===== src/rtl/alu_unit.sv =====
// Registered 12-operation ALU with one-hot, lowest-bit-wins operation select.
// Define ALU_DIV_EN to build the signed divider; otherwise the div select loads zero.
module alu_unit #(
  parameter int BITS = 32
) (
  input  logic            clk,
  input  logic            clr,
  input  logic [11:0]     ctrl_signal,
  input  logic [BITS-1:0] X,
  input  logic [BITS-1:0] Y,
  output logic [BITS-1:0] OpResult_HI,
  output logic [BITS-1:0] OpResult_LO
);

  localparam int SHW = (BITS > 1) ? $clog2(BITS) : 1;

  logic [SHW-1:0]         w_amt;
  logic signed [2*BITS-1:0] w_prod;
  logic [2*BITS-1:0]      w_dbl_r;
  logic [2*BITS-1:0]      w_dbl_l;
  logic [BITS-1:0]        w_hi;
  logic [BITS-1:0]        w_lo;
  logic [BITS-1:0]        r_hi;
  logic [BITS-1:0]        r_lo;

  assign w_amt   = Y[SHW-1:0];
  // Operands are sign-extended first so the product keeps all 2*BITS bits.
  assign w_prod  = $signed({{BITS{X[BITS-1]}}, X}) * $signed({{BITS{Y[BITS-1]}}, Y});
  // Rotates come from shifting a doubled copy of X and picking one half.
  assign w_dbl_r = {X, X} >> w_amt;
  assign w_dbl_l = {X, X} << w_amt;

`ifdef ALU_DIV_EN
  localparam logic [BITS-1:0] MOST_NEG = {1'b1, {(BITS-1){1'b0}}};

  logic signed [BITS-1:0] w_quot;
  logic signed [BITS-1:0] w_rem;

  always_comb begin
    // NOTE: every always_comb output gets a default first so no path leaves it unassigned (no latch).
    w_quot = '0;
    w_rem  = '0;
    if (Y == '0) begin
      w_quot = '1;
      w_rem  = X;
    end else if (X == MOST_NEG && Y == '1) begin
      w_quot = X;
      w_rem  = '0;
    end else begin
      w_quot = $signed(X) / $signed(Y);
      w_rem  = $signed(X) % $signed(Y);
    end
  end
`endif

  always_comb begin
    w_hi = '0;
    w_lo = '0;
    if (ctrl_signal[0]) begin
      w_lo = X + Y;
    end else if (ctrl_signal[1]) begin
      w_lo = X - Y;
    end else if (ctrl_signal[2]) begin
      {w_hi, w_lo} = w_prod;
    end else if (ctrl_signal[3]) begin
`ifdef ALU_DIV_EN
      w_hi = w_rem;
      w_lo = w_quot;
`endif
    end else if (ctrl_signal[4]) begin
      w_lo = X >> w_amt;
    end else if (ctrl_signal[5]) begin
      w_lo = X << w_amt;
    end else if (ctrl_signal[6]) begin
      w_lo = w_dbl_r[BITS-1:0];
    end else if (ctrl_signal[7]) begin
      w_lo = w_dbl_l[2*BITS-1:BITS];
    end else if (ctrl_signal[8]) begin
      w_lo = X & Y;
    end else if (ctrl_signal[9]) begin
      w_lo = X | Y;
    end else if (ctrl_signal[10]) begin
      w_lo = '0 - X;
    end else if (ctrl_signal[11]) begin
      w_lo = ~X;
    end
  end

  always_ff @(posedge clk or negedge clr) begin
    if (!clr) begin
      r_hi <= '0;
      r_lo <= '0;
    end else begin
      // NOTE: sequential state uses non-blocking assignments so all registers update together.
      r_hi <= w_hi;
      r_lo <= w_lo;
    end
  end

  assign OpResult_HI = r_hi;
  assign OpResult_LO = r_lo;

endmodule


===== config.mk =====
export PLATFORM = sky130hd
export DESIGN_NAME = alu_unit
export DESIGN_NICKNAME = d
export VERILOG_FILES = /design/src/rtl/alu_unit.sv
export SDC_FILE = /design/constraint.sdc
export NUM_CORES = 2
export LEC_CHECK = 0
export CAP_MARGIN = 20
export CORE_MARGIN = 2
export CORE_UTILIZATION = 57
export CTS_BUF_LIST = sky130_fd_sc_hd__clkbuf_4
export DETAILED_ROUTE_END_ITERATION = 8
export MAX_ROUTING_LAYER = met4
export PLACE_DENSITY_LB_ADDON = 0.12
export REMOVE_ABC_BUFFERS = 1
export SYNTH_ARGS = -nofsm -noshare
export SYNTH_HDL_FRONTEND = slang
export SYNTH_SLANG_ARGS = --single-unit

===== constraint.sdc =====
create_clock -name clk -period 0.8 [get_ports clk]
set_clock_uncertainty 0.15 [all_clocks]
set_input_delay 0.12 -clock clk [delete_from_list [all_inputs] [get_ports clk]]
set_output_delay 0.12 -clock clk [all_outputs]
set_load 0.01 [all_outputs]

==> Implementation_results.wiki, run 1 <==
{| class="wikitable"
! Metric !! Value
|-
| Total routing resource utilization after global routing || 0.733
|-
| Cell at the root of the clock tree || sky130_fd_sc_hd__clkbuf_4
|-
| Asr flop ratio synth || 1.00
|-
| Sequential share of the synthesized area || 0.0338
|-
| Portion of synthesized cell area occupied by the leading cell type || 0.458
|-
| Number of cells in the design after placement || 7658
|-
| Largest net degree at the start of global routing || 79
|-
| Worst endpoint left by the global-route repair_timing run || OpResult_HI[27]$_DFF_PN0_/D
|-
| Mean Syn Cell Area || 8.47 sq um
|-
| Largest family of logic cells by synthesized area || adder cells
|-
| Synthesized-area fraction occupied by xor and xnor cells || 0.0140
|-
| Site Rows || about 110
|-
| Status || aborted with a tool error
|-
| Tool Error || [ERROR GRT-0232] Routing congestion too high. Check the congestion heatmap in the GUI.
|-
| Mux contribution to synthesized area || 0.0476
|-
| Library cells used by synthesis || 83
|-
| Estimated wirelength of the detail-placed design || about 170000 um
|-
| Sinks on Clock Net || 64
|-
| Stopped at || global routing
|-
| Post-Synth Adder-Cell Area || 0.532
|-
| Clock buffer count from CTS || 9
|-
| Gate count after technology mapping || about 5600
|-
| Most area-hungry cell type in the Yosys netlist || sky130_fd_sc_hd__fa_1
|-
| Largest cells by area after synthesis || sky130_fd_sc_hd__fa_1 46%, sky130_fd_sc_hd__inv_1 8.2%, sky130_fd_sc_hd__ha_1 7.4%
|-
| Maximum root-to-sink buffer count || 2
|-
| Yosys warnings || 0
|-
| Total placed instance area || 0.0592 sq mm
|-
| Commonest register cell after synthesis || sky130_fd_sc_hd__dfrtp_1
|-
| Flip-flop and latch count after synthesis || 64
|-
| Count of buffers inserted at the top-level ports || roughly 140
|-
| Number of synthesized flops with an enable pin || 0
|-
| Number of ports placed on the die boundary || 142
|-
| Worst EP Category || register data pin
|-
| Syn Std Cell Area || ~0.047 sq mm
|-
| Compound-cell area share of the yosys netlist || 0.113
|-
| Total congestion overflow after global routing || approximately 320
|-
| Chip width || 292 um
|-
| Die Span Y || 292 um
|-
| Effective utilization at floorplan || 0.576
|-
| Maximum level of the CTS H-tree || 3
|-
| Simple-gate share of the synthesized area || 0.146
|-
| Last weighted congestion value of the routability-driven placer || approximately 1.1
|}
==> through the flow <==
stage                util  worst slack, ns
floorplan               -            -7.31
global placement    0.720            -8.43
detailed placement  0.720            -8.49
CTS                 0.791            -6.20
==> cells in the mapped netlist (16+ instances only) <==
master / count
sky130_fd_sc_hd__fa_1: 1084
sky130_fd_sc_hd__o31ai_1: 21
sky130_fd_sc_hd__nor3_1: 58
sky130_fd_sc_hd__clkbuf_1: 271
sky130_fd_sc_hd__and2_1: 27
sky130_fd_sc_hd__mux2i_1: 64
sky130_fd_sc_hd__o21bai_1: 27
sky130_fd_sc_hd__a221oi_1: 29
sky130_fd_sc_hd__nor2b_1: 24
sky130_fd_sc_hd__a21oi_1: 272
sky130_fd_sc_hd__o211ai_1: 30
sky130_fd_sc_hd__buf_1: 70
sky130_fd_sc_hd__nand2_1: 626
sky130_fd_sc_hd__a221o_1: 16
sky130_fd_sc_hd__inv_1: 1035
sky130_fd_sc_hd__nand4_1: 18
sky130_fd_sc_hd__a31oi_1: 29
sky130_fd_sc_hd__mux4_2: 56
sky130_fd_sc_hd__buf_2: 19
sky130_fd_sc_hd__nor2_1: 826
sky130_fd_sc_hd__a21o_1: 51
sky130_fd_sc_hd__clkinv_1: 24
sky130_fd_sc_hd__a211oi_1: 70
sky130_fd_sc_hd__dfrtp_1: 64
sky130_fd_sc_hd__ha_1: 282
sky130_fd_sc_hd__xor2_1: 27
sky130_fd_sc_hd__mux2_2: 29
sky130_fd_sc_hd__nand3_1: 41
sky130_fd_sc_hd__xnor2_1: 49
sky130_fd_sc_hd__o21ai_0: 131
==> per-layer routing <==
metal  global-route usage  overflow
met5                    -         -
met4                0.658       114
met3                0.540        29
met2                0.894       152
met1                0.751        24
==> cell families after synthesis <==
| kind of cell | count (synthesis) |
|---|---|
| simple gates | 1695 |
| flops | 64 |
| fa+ha+maj | 1366 |
| compound gates | 822 |
| mux | 151 |
| xor+xnor | 76 |
| buf+inv | 1422 |
==> repair_timing <==
action | CTS
cloned | 20
hold buffers | 1
setup endpoints to repair | 128
endpoints found under the hold margin | 64
buffers inserted | 216
pin swaps | 422
resized for setup | 1117
==> inputs of run 2 (changes only) <==
--- a/config.mk
+++ b/config.mk
@@ -7,11 +7,9 @@
 export LEC_CHECK = 0
 export CAP_MARGIN = 20
 export CORE_MARGIN = 2
-export CORE_UTILIZATION = 57
-export CTS_BUF_LIST = sky130_fd_sc_hd__clkbuf_4
+export CORE_UTILIZATION = 40
 export DETAILED_ROUTE_END_ITERATION = 8
-export MAX_ROUTING_LAYER = met4
-export PLACE_DENSITY_LB_ADDON = 0.12
+export PLACE_DENSITY_LB_ADDON = 0.15
 export REMOVE_ABC_BUFFERS = 1
 export SYNTH_ARGS = -nofsm -noshare
 export SYNTH_HDL_FRONTEND = slang
==> Implementation_results.wiki, run 2 <==
{| class="wikitable"
! Metric !! Value
|-
| Worst slew pin tran || between 0.7 and 0.8 ns
|-
| Die Span Y || 348 um (was 292 um)
|-
| Effective utilization at floorplan || 0.402 (was 0.576)
|-
| Required time of the critical path || 0.98 ns
|-
| Data arrival at the endpoint of the critical path || 7.40 ns
|-
| Total routing resource utilization after global routing || 0.389
|-
| CP Class || input port to register
|-
| Asr flop ratio synth || 1.00 (unchanged)
|-
| Startpoint type of the worst setup path || input port
|-
| Final Slew Violations || 0
|-
| Clock tree from TritonCTS || built
|-
| Max-cap violation count || 0
|-
| Failing checks || negative setup slack
|-
| Maximum root-to-sink buffer count || 2 (unchanged)
|-
| Number of synthesized flops with an enable pin || 0 (unchanged)
|-
| Most frequent standard cell in the layout excluding fill and tap cells || sky130_fd_sc_hd__buf_4
|-
| Hold violation total from the final report || 0
|-
| Syn Std Cell Area || 0.0474 sq mm (unchanged)
|-
| Core outline area || about 0.12 sq mm
|-
| Wire length of the first global-routing pass || 339000 um
|-
| Number of standard cells in the final layout excluding fillers || between 8000 and 9000
|-
| DRT iter0 DRCs || 4268
|-
| Total congestion overflow after global routing || 0
|-
| Maximum level of the CTS H-tree || 3 (unchanged)
|-
| Site Rows || 126 (was 105)
|-
| Mean Syn Cell Area || 8.47 sq um (unchanged)
|-
| Residual antenna-violating net count after detailed routing || 0
|-
| Commonest cells after routing, fill and taps aside || 1152 x sky130_fd_sc_hd__buf_4, 1005 x sky130_fd_sc_hd__fa_1, 946 x sky130_fd_sc_hd__inv_1, 670 x sky130_fd_sc_hd__nor2_1, 589 x sky130_fd_sc_hd__nand2_1
|-
| Gate count after technology mapping || 5596 (unchanged)
|-
| # setup viols final || 128
|-
| Flip-flop and latch count after synthesis || 64 (unchanged)
|-
| Yosys warnings || 0 (unchanged)
|-
| Wire length per cell || 27.8 um
|-
| Total iterations of the first detailed-routing run || 5
|-
| Clock buffer count from CTS || 9 (unchanged)
|-
| Number of nets in the final layout || roughly 8300
|-
| Time the worst path needs with I/O delays and setup || 7.22 ns
|-
| Most common library cells after synthesis || 1084 x sky130_fd_sc_hd__fa_1, 1035 x sky130_fd_sc_hd__inv_1, 826 x sky130_fd_sc_hd__nor2_1, 626 x sky130_fd_sc_hd__nand2_1, 282 x sky130_fd_sc_hd__ha_1 (unchanged)
|-
| HP Class || input port to asynchronous set/reset pin
|-
| Most area-hungry cell type in the Yosys netlist || sky130_fd_sc_hd__fa_1 (unchanged)
|-
| DR vias || between 40000 and 50000
|-
| Library cells used by synthesis || 83 (unchanged)
|-
| Sequential share of the synthesized area || 0.0338 (unchanged)
|-
| Commonest register cell after synthesis || sky130_fd_sc_hd__dfrtp_1 (unchanged)
|-
| Minimum hold slack || 0.0100 ns
|-
| Die Outline Area || 0.121 sq mm
|-
| Vias in the first global route || 49300
|-
| Antenna violations before repair || 14
|-
| Crit Path Max Fanout || 9
|-
| Largest cells by area after synthesis || sky130_fd_sc_hd__fa_1 46%, sky130_fd_sc_hd__inv_1 8.2%, sky130_fd_sc_hd__ha_1 7.4% (unchanged)
|-
| Final WL || 235000 um
|-
| Residual DRC || 0
|-
| Chip width || 348 um (was 292 um)
|-
| Capturing element type of the critical path || register
|-
| Count of buffers inserted at the top-level ports || 141 (unchanged)
|-
| Largest net degree at the start of global routing || 72
|-
| Last weighted congestion value of the routability-driven placer || 1.02 (was 1.14)
|-
| Number of cells in the design after placement || 8178 (was 7658)
|-
| Share of the cycle needed by the critical path after routing || 9.03
|-
| Fraction of final layout cells with drive strength greater than 1 || 0.351
|-
| Vias per std cell || 5.58
|-
| Clock-pin slew reported for the worst setup and hold paths after clock tree synthesis || about 0.08 ns
|-
| Portion of synthesized cell area occupied by the leading cell type || 0.458 (unchanged)
|-
| Sinks on Clock Net || 64 (unchanged)
|-
| Syn-to-layout area delta || 42.9%
|-
| Number of ports placed on the die boundary || 142 (unchanged)
|-
| Max Clock Freq || 138 MHz
|-
| Most common cell in the synthesized netlist || sky130_fd_sc_hd__fa_1 (unchanged)
|-
| Total Negative Setup Slacks || -378.13 ns
|-
| Status || complete, but fails checks (was aborted with a tool error)
|-
| Estimated wirelength of the detail-placed design || 190000 um (was 168000 um)
|-
| Unrepaired setup endpoints after global routing || true
|-
| Cell at the root of the clock tree || sky130_fd_sc_hd__clkbuf_16 (was sky130_fd_sc_hd__clkbuf_4)
|-
| Fin worst setup slack || -6.42 ns
|-
| Max_slew headroom || 0.514
|}
-- run 2: cell counts after synthesis --
No cell type changed its count.
-- run 2: metal layers --
layer,wire [um],GRT usage,vias up
met1,92200,0.516,24200
li1,-,-,20100
met4,16500,0.206,8
met2,105000,0.606,2319
met5,42,0,-
met3,21200,0.0717,555
-- run 2: final cells by class --
type                    instances  area (sq um)
multi-input cells            4110         43700
repair buffers               1658         16000
diodes                          6          15.0
flip-flops and latches         64          1600
inverters                    1062          4100
clock buffers                  11           233
fillers                     10600         50100
well taps                    1536          1920
clock inverters                 5          56.3
-- run 2: kinds of logic (layout without fill, tap and decap cells) --
| group | Yosys count | after routing | synth area share |
|---|---|---|---|
| and+or+nand+nor | 1695 | 1695 | 0.146 |
| other | 0 | 6 | 0 |
| xor gates and xnor gates | 76 | 76 | 0.0140 |
| buffers and inverters | 1422 | 2736 | 0.113 |
| muxes | 151 | 151 | 0.0476 |
| AOI/OAI and AO/OA | 822 | 822 | 0.113 |
| adders and majority gates | 1366 | 1366 | 0.532 |
| DFF | 64 | 64 | 0.0338 |
-- run 2: path summary, 6_finish.rpt --
kind / slack (ns) / to / from
max in group asynchronous: 0.19 / OpResult_HI[5] / clr
worst min-delay path: 0.01 / OpResult_HI[25] / clr
min in group clk: 0.43 / OpResult_LO[29] / ctrl_signal[8]
worst max-delay path: -6.42 / OpResult_HI[27] / X[16]
-- run 2: critical path, stage by stage --
cell	delay [ns]
sky130_fd_sc_hd__buf_4	0.15
sky130_fd_sc_hd__buf_12	0.19
sky130_fd_sc_hd__buf_6	0.17
sky130_fd_sc_hd__buf_4	0.14
sky130_fd_sc_hd__nand2_1	0.07
sky130_fd_sc_hd__fa_1	0.54
sky130_fd_sc_hd__inv_1	0.05
sky130_fd_sc_hd__fa_1	0.48
sky130_fd_sc_hd__fa_1	0.61
sky130_fd_sc_hd__fa_1	0.48
sky130_fd_sc_hd__fa_2	0.60
sky130_fd_sc_hd__fa_1	0.46
sky130_fd_sc_hd__fa_1	0.49
sky130_fd_sc_hd__fa_1	0.50
sky130_fd_sc_hd__ha_1	0.33
sky130_fd_sc_hd__and2_4	0.16
sky130_fd_sc_hd__buf_6	0.10
sky130_fd_sc_hd__nand2_1	0.14
sky130_fd_sc_hd__o21ai_2	0.24
sky130_fd_sc_hd__buf_4	0.17
sky130_fd_sc_hd__nand2_2	0.06
sky130_fd_sc_hd__o211ai_1	0.19
sky130_fd_sc_hd__buf_4	0.16
sky130_fd_sc_hd__a21boi_2	0.06
sky130_fd_sc_hd__buf_6	0.14
sky130_fd_sc_hd__o41ai_4	0.35
sky130_fd_sc_hd__xnor2_1	0.16
sky130_fd_sc_hd__nor2_1	0.07
-- run 2: through the flow --
stage | setup slack [ns] | util | instance area [sq um]
after floorplan | -7.31 | - | 46000
after global placement | -8.10 | 0.513 | 60400
after detailed placement | -8.02 | 0.513 | 60400
after CTS | -6.50 | 0.547 | 64400
after global routing | -6.61 | 0.575 | 67700
final | -6.42 | 0.575 | 67700
-- run 2: what timing repair did --
item | 4_1_cts | 5_1_grt
hold buffers | 1 | 0
cloned | 13 | 8
setup endpoints to repair | 128 | 128
hold endpoints to repair | 64 | 0
buffers inserted | 137 | 134
gates resized for setup | 755 | 826
pin swaps | 281 | 363
Power of run 2 is left out: the tool's default activity adds up to more than one toggle a clock period on the data nets, which glitch-free logic cannot reach.
